File: src/rtl/seg_scan_decoder_if.sv
// Bundle between a multiplexed 7-segment display scanner and the decoder
// that reconstructs the displayed 4-digit hex frame.
interface seg_scan_decoder_if;
  logic [3:0]  anode;          // active-low digit enables, [0] = rightmost
  logic [7:0]  digit_seg;      // active-low segments, [6:0] = a..g, [7] = dp
  logic [15:0] value;          // last complete frame, digit3 in [15:12]
  logic [3:0]  dp;             // decimal points of last frame, 1 = lit
  logic [3:0]  err_mask;       // per-digit invalid-glyph flags of last frame
  logic        frame_valid;    // pulse when value/dp/err_mask update
  logic        anode_err;      // pulse per sampled cycle with >1 anode low
  logic        frame_timeout;  // pulse when a partial frame is dropped

  modport master (
    output anode, digit_seg,
    input  value, dp, err_mask, frame_valid, anode_err, frame_timeout
  );

  modport slave (
    input  anode, digit_seg,
    output value, dp, err_mask, frame_valid, anode_err, frame_timeout
  );
endinterface

File: src/rtl/seg_scan_decoder.sv
// Snoops a multiplexed 4-digit 7-segment display and recovers the shown hex
// value. Each digit must be stable for SETTLE sampled cycles to be captured;
// a frame is published once all four digits have been captured.
module seg_scan_decoder #(
  parameter int unsigned SETTLE  = 4,
  parameter int unsigned TIMEOUT = 65535
) (
  input logic                clk,
  input logic                rst,
  seg_scan_decoder_if.slave  bus
);

  localparam logic [7:0]  SettleVal  = 8'(SETTLE);
  localparam logic [15:0] TimeoutVal = 16'(TIMEOUT);

  typedef enum logic [1:0] {StIdle, StSettle, StHold} state_e;

  // Returns {invalid, nibble}; invalid glyphs decode to nibble 0.
  function automatic logic [4:0] decode_glyph(input logic [6:0] g);
    case (g)
      7'h40: decode_glyph = 5'h00;
      7'h79: decode_glyph = 5'h01;
      7'h24: decode_glyph = 5'h02;
      7'h30: decode_glyph = 5'h03;
      7'h19: decode_glyph = 5'h04;
      7'h12: decode_glyph = 5'h05;
      7'h02: decode_glyph = 5'h06;
      7'h78: decode_glyph = 5'h07;
      7'h00: decode_glyph = 5'h08;
      7'h10: decode_glyph = 5'h09;
      7'h08: decode_glyph = 5'h0A;
      7'h03: decode_glyph = 5'h0B;
      7'h46: decode_glyph = 5'h0C;
      7'h21: decode_glyph = 5'h0D;
      7'h06: decode_glyph = 5'h0E;
      7'h0E: decode_glyph = 5'h0F;
      default: decode_glyph = 5'h10;
    endcase
  endfunction

  logic [3:0]       anode_q;
  logic [7:0]       seg_q;
  logic [11:0]      prev_q;
  state_e           state_q, state_d;
  logic [7:0]       cnt_q, cnt_d;
  logic [15:0]      idle_q, idle_d;
  logic [3:0]       mask_q, mask_d;
  logic [3:0][3:0]  shadow_val_q, shadow_val_d;
  logic [3:0]       shadow_dp_q, shadow_dp_d;
  logic [3:0]       shadow_err_q, shadow_err_d;
  logic [15:0]      value_q;
  logic [3:0]       dp_q;
  logic [3:0]       err_q;
  logic             frame_valid_q;
  logic             anode_err_q;
  logic             frame_timeout_q;

  logic [2:0]       low_cnt;
  logic [1:0]       slot;
  logic             one_low;
  logic             multi_low;
  logic             same;
  logic             capture;
  logic             frame_done;
  logic             timeout_hit;
  logic [4:0]       glyph;

  // Input sampling; previous sample kept for the stability comparison.
  always_ff @(posedge clk or posedge rst) begin
    if (rst) begin
      anode_q <= '1;
      seg_q   <= '1;
      prev_q  <= '1;
    end else begin
      anode_q <= bus.anode;
      seg_q   <= bus.digit_seg;
      prev_q  <= {anode_q, seg_q};
    end
  end

  // Count active anodes and locate the active slot.
  always_comb begin
    low_cnt = '0;
    slot    = '0;
    for (int i = 0; i < 4; i++) begin
      low_cnt = low_cnt + {2'b00, ~anode_q[i]};
      if (!anode_q[i]) slot = 2'(i);
    end
    one_low   = (low_cnt == 3'd1);
    multi_low = (low_cnt > 3'd1);
    same      = ({anode_q, seg_q} == prev_q);
    glyph     = decode_glyph(seg_q[6:0]);
  end

  // Settle FSM next-state: capture fires on the cycle the count hits SETTLE.
  always_comb begin
    state_d = state_q;
    cnt_d   = cnt_q;
    capture = 1'b0;
    if (!one_low) begin
      state_d = StIdle;
      cnt_d   = '0;
    end else begin
      case (state_q)
        StSettle: cnt_d = same ? cnt_q + 8'd1 : 8'd1;
        StHold:   cnt_d = same ? cnt_q : 8'd1;
        default:  cnt_d = 8'd1;
      endcase
      if (state_q == StHold && same) begin
        state_d = StHold;
      end else if (cnt_d == SettleVal) begin
        capture = 1'b1;
        state_d = StHold;
      end else begin
        state_d = StSettle;
      end
    end
  end

  // Shadow frame, capture mask and idle/timeout bookkeeping.
  always_comb begin
    shadow_val_d = shadow_val_q;
    shadow_dp_d  = shadow_dp_q;
    shadow_err_d = shadow_err_q;
    idle_d       = idle_q;
    frame_done   = (mask_q == 4'hF);
    mask_d       = frame_done ? 4'h0 : mask_q;
    timeout_hit  = !capture && !frame_done && (mask_q != 4'h0) && (idle_q == TimeoutVal);
    if (timeout_hit) mask_d = 4'h0;
    if (capture) begin
      shadow_val_d[slot] = glyph[3:0];
      shadow_err_d[slot] = glyph[4];
      shadow_dp_d[slot]  = ~seg_q[7];
      mask_d[slot]       = 1'b1;
      idle_d             = '0;
    end else if (idle_q < TimeoutVal) begin
      idle_d = idle_q + 16'd1;
    end
  end

  // State registers and published outputs.
  always_ff @(posedge clk or posedge rst) begin
    if (rst) begin
      state_q         <= StIdle;
      cnt_q           <= '0;
      idle_q          <= '0;
      mask_q          <= '0;
      shadow_val_q    <= '0;
      shadow_dp_q     <= '0;
      shadow_err_q    <= '0;
      value_q         <= '0;
      dp_q            <= '0;
      err_q           <= '0;
      frame_valid_q   <= 1'b0;
      anode_err_q     <= 1'b0;
      frame_timeout_q <= 1'b0;
    end else begin
      state_q         <= state_d;
      cnt_q           <= cnt_d;
      idle_q          <= idle_d;
      mask_q          <= mask_d;
      shadow_val_q    <= shadow_val_d;
      shadow_dp_q     <= shadow_dp_d;
      shadow_err_q    <= shadow_err_d;
      frame_valid_q   <= frame_done;
      anode_err_q     <= multi_low;
      frame_timeout_q <= timeout_hit;
      if (frame_done) begin
        value_q <= shadow_val_q;
        dp_q    <= shadow_dp_q;
        err_q   <= shadow_err_q;
      end
    end
  end

  assign bus.value         = value_q;
  assign bus.dp            = dp_q;
  assign bus.err_mask      = err_q;
  assign bus.frame_valid   = frame_valid_q;
  assign bus.anode_err     = anode_err_q;
  assign bus.frame_timeout = frame_timeout_q;

endmodule

File: src/flat_wrapper.sv
// flat-port wrapper written by rule: the top's interface ports become plain ports
module seg_scan_decoder_flat 
#(
  parameter int unsigned SETTLE  = 4,
  parameter int unsigned TIMEOUT = 65535
)
  (clk, rst, bus_anode, bus_digit_seg, bus_value, bus_dp, bus_err_mask, bus_frame_valid, bus_anode_err, bus_frame_timeout);
  seg_scan_decoder_if bus_i ();
  input logic clk;
  input logic rst;
  input wire logic [$bits(bus_i.anode)-1:0] bus_anode;
  input wire logic [$bits(bus_i.digit_seg)-1:0] bus_digit_seg;
  output wire logic [$bits(bus_i.value)-1:0] bus_value;
  output wire logic [$bits(bus_i.dp)-1:0] bus_dp;
  output wire logic [$bits(bus_i.err_mask)-1:0] bus_err_mask;
  output wire logic [$bits(bus_i.frame_valid)-1:0] bus_frame_valid;
  output wire logic [$bits(bus_i.anode_err)-1:0] bus_anode_err;
  output wire logic [$bits(bus_i.frame_timeout)-1:0] bus_frame_timeout;
  assign bus_i.anode = bus_anode;
  assign bus_i.digit_seg = bus_digit_seg;
  assign bus_value = bus_i.value;
  assign bus_dp = bus_i.dp;
  assign bus_err_mask = bus_i.err_mask;
  assign bus_frame_valid = bus_i.frame_valid;
  assign bus_anode_err = bus_i.anode_err;
  assign bus_frame_timeout = bus_i.frame_timeout;
  seg_scan_decoder #(.SETTLE(SETTLE), .TIMEOUT(TIMEOUT)) u_core (.clk(clk), .rst(rst), .bus(bus_i));
endmodule
File: config.mk
export PLATFORM = sky130hd
export DESIGN_NAME = seg_scan_decoder_flat
export DESIGN_NICKNAME = d
export VERILOG_FILES = /design/src/rtl/seg_scan_decoder_if.sv /design/src/rtl/seg_scan_decoder.sv /design/src/flat_wrapper.sv
export SDC_FILE = /design/constraint.sdc
export NUM_CORES = 1
export LEC_CHECK = 0
export CORE_MARGIN = 4
export CORE_UTILIZATION = 60
export DETAILED_ROUTE_END_ITERATION = 12
export PLACE_DENSITY = 0.92
export REMOVE_ABC_BUFFERS = 1
export SYNTH_ARGS = -nofsm -noshare
export SYNTH_HDL_FRONTEND = slang
export SYNTH_SLANG_ARGS = --single-unit
File: constraint.sdc
create_clock -name clk -period 8.5 [get_ports clk]
set_input_delay 1.7 -clock clk [delete_from_list [all_inputs] [get_ports clk]]
set_output_delay 1.7 -clock clk [all_outputs]
set_load 0.03 [all_outputs]
**Yosys cells after proc, flatten, opt, wreduce, memory -nomap -nowiden**

Cells that the tools add are included.

- Flip-flop bits (word level): 105
- Output and inout bits: 27
- Bits of input ports: 14

- Add/sub/neg operators: 5
- Reductions and logical operators: 10
- Multiplexer cells: 27
- Magnitude comparators: 4
- Eq/ne operators: 22
- Bitwise gates (word level): 6

Operators by type and width:

| operator | count |
|---|---|
| one-hot mux 5 bit (16 select lines) | 1 |
| 2-to-1 mux 16 bit | 2 |
| 2-to-1 mux 8 bit | 4 |
| equality test 7 bit, second input constant | 4 |
| equality test 7 x 5 -> 1 bit, second input constant | 3 |
| equality test 7 x 6 -> 1 bit, second input constant | 3 |
| adder 16 x 1 -> 16 bit, second input constant | 1 |
| bitwise mux 16 bit | 1 |
| equality test 16 bit, second input constant | 1 |
| < comparator 16 bit, second input constant | 1 |
| 2-to-1 mux 4 bit | 4 |
| one-hot mux 8 bit (2 select lines) | 1 |
| equality test 7 x 2 -> 1 bit, second input constant | 2 |
| equality test 7 x 4 -> 1 bit, second input constant | 2 |
| equality test 12 bit | 1 |
| 2-to-1 mux 2 bit | 5 |
| adder 8 x 1 -> 8 bit, second input constant | 1 |
| bitwise mux 4 bit | 2 |
| demux 4 bit (select 2 bit) | 1 |
| equality test 8 x 3 -> 1 bit, second input constant | 1 |
| equality test 7 x 3 -> 1 bit, second input constant | 1 |
| logical NOT 7 bit | 1 |
| adder 3 x 1 -> 3 bit | 2 |
| logical AND 1 bit | 5 |
| 15 further kinds | 24 |

**Longest topological paths before layout**

- Word-level depth: 17
- Mapped depth: 12

**Least setup slack after synthesis**

No wires, ideal clock.

- Kind: register -> register
- Start: reg u_core.anode_q[1]
- End: reg u_core.shadow_val_q[10] in the netlist's numbering
- Period minus slack after synthesis: 3253 ps
- Buffers on the path: 1
- Stages on the path, launching flop included: 13
- Setup slack: 5247 ps
- Arrival: 3128 ps
- Required time: 8375 ps
- Path through: dfstp_2 inv_1 ha_1 fa_1 inv_1 ha_1 nor2_1 and2_1 nand3_1 or4_4 or3_1 buf_6 mux2_4

- Cells in the longest elaborated chain, start to end: 8
- Elaborated cells on any way between the ends: 24
- Classes of those cells: 3 x add/sub; 2 x order compare; 3 x eq/ne; 13 x mux; 1 x bitwise; 2 x reduce/logical

Ends and longest elaborated chain:

| what | line | text |
|---|---|---|
| start, declared | seg_scan_decoder.sv:41 | `logic [3:0] anode_q;` |
| start signal, assigned | seg_scan_decoder.sv:75 | `anode_q <= bus.anode;` |
| equality test 12 bit or 2-to-1 mux 1 bit (tied branches) | seg_scan_decoder.sv:91, seg_scan_decoder.sv:87 |  |
| 2-to-1 mux 8 bit (tied with other cells) | seg_scan_decoder.sv:106 | `StHold: cnt_d = same ? cnt_q : 8'd1;` |
| one-hot mux 8 bit (2 select lines) or 2-to-1 mux 2 bit (tied branches) | seg_scan_decoder.sv:104, seg_scan_decoder.sv:87 |  |
| 2-to-1 mux 8 bit (tied with other cells) | seg_scan_decoder.sv:100 | `if (!one_low) begin` |
| equality test 8 x 3 -> 1 bit or logical AND 1 bit (tied branches) | seg_scan_decoder.sv:111, seg_scan_decoder.sv:131 |  |
| 2-to-1 mux 1 bit or 2-to-1 mux 4 bit (tied branches) | seg_scan_decoder.sv:111, seg_scan_decoder.sv:131 |  |
| 2-to-1 mux 1 bit or demux 4 bit (select 2 bit) (tied branches) | - |  |
| 2-to-1 mux 1 bit or bitwise mux 16 bit (tied branches) | seg_scan_decoder.sv:100, seg_scan_decoder.sv:131 |  |
| end signal, assigned | seg_scan_decoder.sv:162 | `shadow_val_q <= shadow_val_d;` |
| end, declared | seg_scan_decoder.sv:48 | `logic [3:0][3:0] shadow_val_q, shadow_val_d;` |

Parallel ways exist; a longest one is shown, timed or not. The select of a mux whose other input is x is not followed.
A chain may end at the register's enable or synchronous reset.

**Worst setup path after layout**

- Start: reg u_core.anode_q[1]
- End: reg u_core.shadow_val_q[4] in the netlist's numbering

The elaborated chain is that of the path after synthesis.

==> flow_metrics.env <==
export IMPL_die_x_um=96.9
export IMPL_dr_pass1_iters=5
export IMPL_synth_async_reset_ratio_pct=100
export IMPL_p_int_uw=649
export IMPL_ioPinCount=41
export IMPL_timing_worst_slew_pin_value_ps=725
export IMPL_placed_cell_area_sq_um=5200
export IMPL_floorplan_rows=32
export IMPL_syn_avg_cell_area_sq_um=10.6
export IMPL_critical_path_startpoint_type="flop"
export IMPL_synth_enable_flop_cells=0
export IMPL_route_detailed_vias_per_inst=5.88
export IMPL_cts_root_to_sink_buffers=2
export IMPL_part_of_the_power_in_combinational_logic_pct=6.1
export IMPL_grt_pass1_vias=3398
export IMPL_whs_path_depth=0
export IMPL_min_path_type="flop to flop"
export IMPL_peakVddDrop_v=0.0000979
export IMPL_clkSlewWorstSetupHoldPaths_ps=110
export IMPL_tns_ps=0
export IMPL_worst_r2r_setup_slack_ps=4850
export IMPL_power_per_cell_area_nw_per_um2=163
export IMPL_final_antenna_net_count=0
export IMPL_groute_usage_overall_pct=22.0
export IMPL_clock_power_share_pct=34.4
export IMPL_vias=3483
export IMPL_resized_after_cts=0
export IMPL_antenna_found_initial=0
export IMPL_core_area_sq_um=7690
export IMPL_synth_top_family_by_area="simple AND/OR/NAND/NOR gates"
export IMPL_unrepaired_setup_endpoints_after_global_routing="no"
export IMPL_finalCritPeriodShare_pct=43.0
export IMPL_clock_insertion_delay_worst_skew_ps=380
export IMPL_h_tree_depth=3
export IMPL_layout_nets=507
export IMPL_critical_path_required_ps=8780
export IMPL_power_sequential_fraction_pct=59.5
export IMPL_critical_path_top_delay_family="simple AND/OR/NAND/NOR gates"
export IMPL_cp_slowest_cell="sky130_fd_sc_hd__dfstp_2"
export IMPL_mostFrequentLayoutCells="sky130_fd_sc_hd__nand2_1, sky130_fd_sc_hd__dfrtp_1, sky130_fd_sc_hd__clkdlybuf4s50_1, sky130_fd_sc_hd__nor2_1, sky130_fd_sc_hd__dfstp_2"
export IMPL_max_slew_margin_pct=51.3
export IMPL_xor_xnor_fraction_of_synth_area_pct=5.34
export IMPL_flow_area_growth_from_synthesis_pct=14.1
export IMPL_detail_route_wl_per_cell_um=16.8
export IMPL_layout_cells_sized_above_1_pct=12.0
export IMPL_maxClockFrequency_mhz=274
export IMPL_worst_path_largest_cell_delay_ps=610
export IMPL_total_leakage_power_nw=2.45
export IMPL_grt_remaining_overflow=0
export IMPL_start_util_pct=61.6
export IMPL_ys_dominant_reg_cell="sky130_fd_sc_hd__dfrtp_1"
export IMPL_finalNonFillerCells=592
export IMPL_post_synth_num_cell_types=52
export IMPL_setup_worst_path_class="flop to flop"
export IMPL_place_congestion=0.838
export IMPL_setup_viol_count_final=0
export IMPL_worst_r2r_cell_count=11
export IMPL_synth_cell_area_sq_um=4740
export IMPL_route_final_wire_length_um=9950
export IMPL_cts_repair_timing_setup_buffer_count=0
export IMPL_wire_length_of_the_first_global_routing_pass_um=16600
export IMPL_clock_skew_ps=15.1
export IMPL_design_power_total_uw=882
export IMPL_reg_to_reg_start="u_core.anode_q[1]"
export IMPL_cts_sinks=105
export IMPL_crit_buf_inv=2
export IMPL_synth_seq_cells=105
export IMPL_cap_viol_max_count=0
export IMPL_mostFrequentLayoutCell="sky130_fd_sc_hd__nand2_1"
export IMPL_port_buffer_count=40
export IMPL_r2r_end="u_core.shadow_val_q[4]"
export IMPL_preCtsSetupSlack_ps=4900
export IMPL_critPathLaunch="u_core.anode_q[1]"
export IMPL_place_inst=576
export IMPL_critPathMaxFanout=13
export IMPL_crit_path_cell_trace="inv_1 -> ha_1 -> fa_1 -> inv_1 -> ha_1 -> nor2_1 -> and2_1 -> nand3_1 -> or4_4 -> nor4_4 -> mux2_4"
export IMPL_total_switching_power_uw=234
export IMPL_critPathCapture="u_core.shadow_val_q[4]"
export IMPL_timing_max_transition_violations_final=0
export IMPL_postSynthCellCount=449
export IMPL_clock_tree_root_cell="sky130_fd_sc_hd__clkbuf_8"
export IMPL_antenna_cells_inserted=0
export IMPL_synth_adder_area_share_pct=2.27
export IMPL_endpoint_kind="flop"
export IMPL_dieHeight_um=96.9
export IMPL_drcViolationCount=0
export IMPL_cts_tree="yes"
export IMPL_synth_compound_gate_area_share_pct=7.82
export IMPL_floorplan_die_area_sq_um=9380
export IMPL_hold_viol_final=0
export IMPL_initial_detailed_routing_violation_count=204
export IMPL_place_detailed_hpwl_um=6590
export IMPL_synth_simple_area_share_pct=20.0
export IMPL_final_critical_path_setup_slack_ps=4850
export IMPL_synthesis_yosys_warnings=0
export IMPL_run_status="completed"
export IMPL_whs_ps=390
export IMPL_worst_path_stages=11
export IMPL_utilization_pct=70.3
export IMPL_cts_hold_buf=0
export IMPL_fin_area_sq_um=5400
export IMPL_tritoncts_num_buffers=9
export IMPL_final_period_minus_worst_setup_slack_ps=3650
export IMPL_critPathArrivalTime_ps=3930
export IMPL_p_sw_share_pct=26.5
export IMPL_yosys_mux_area_fraction_pct=5.02
export IMPL_grt_max_degree=57
export IMPL_yosysSeqAreaShare_pct=56.1
-- per-layer routing --
| layer | up-vias | GRT usage (%) | share of wire [%] |
|---|---|---|---|
| li1 | 1600 | - | - |
| met1 | 1690 | 28.4 | 40 |
| met2 | 173 | 36.0 | 51 |
| met3 | 20 | 5.12 | 7.0 |
| met4 | 0 | 8.53 | 2.3 |
| met5 | - | 0 | 0 |
-- sequential cells by signal, summed over array words and instances (netlist names), 4 cells and up --
signal               cells
u_core.prev_q           12
u_core.bus.dp            4
u_core.bus.err_mask      4
u_core.bus.value        16
u_core.mask_q            4
u_core.shadow_val_q     16
u_core.anode_q           4
u_core.seg_q             8
u_core.shadow_dp_q       4
u_core.cnt_q             8
u_core.shadow_err_q      4
u_core.idle_q           16
-- cells by family (layout without fill, tap and decap cells) --
| logic type | after synthesis | count (layout) |
|---|---|---|
| buffers and inverters | 39 | 80 |
| AOI/OAI and AO/OA | 62 | 62 |
| muxes | 20 | 20 |
| and+or+nand+nor | 187 | 187 |
| DFF | 105 | 105 |
| adders and majority gates | 8 | 8 |
| xor gates and xnor gates | 28 | 28 |
-- cell type report --
class                      instances  area (sq um)
sequential                       105          2660
fill                             527          2280
multi-input combinational        305          1920
timing repair buffer              43           423
tap                              102           128
clock buffer                       9           124
inverter                          21          81.3
clock inverter                     7          75.1
-- synth_stat cells (all sizes together), types with 5 or more instances --
library cell	instances	area (sq um)
nor2	29	109
nor4	6	88.8
mux2	12	158
nand3	21	105
xor2	24	218
nand4	5	31.3
a21oi	14	70.1
or3	6	37.5
o21ai	26	130
dfstp	24	631
and3	6	37.5
nor2b	6	37.5
nand2	82	308
inv	20	75.1
mux2i	8	80.1
clkbuf	14	52.6
ha	7	87.6
dfrtp	81	2030
-- worst min path at each step --
stage	from	to	slack (ps)
after floorplan	u_core.anode_q[0]	u_core.prev_q[8]	370
after global placement	u_core.anode_q[0]	u_core.prev_q[8]	370
after detailed placement	u_core.anode_q[0]	u_core.prev_q[8]	380
after CTS	u_core.anode_q[0]	u_core.prev_q[8]	390
after global routing	u_core.anode_q[0]	u_core.prev_q[8]	400
final	u_core.anode_q[0]	u_core.prev_q[8]	390
-- power by group through the flow --
stage / combinational, mW / sequential [mW] / clock (mW)
2_1_floorplan: 0.0361 / 0.531 / 0
3_3_place_gp: 0.0514 / 0.532 / 0
3_5_place_dp: 0.0542 / 0.534 / 0
4_1_cts: 0.0550 / 0.524 / 0.309
5_1_grt: 0.0609 / 0.526 / 0.328
6_report: 0.0541 / 0.525 / 0.303
No activity file was read; power rests on OpenSTA's default activity.
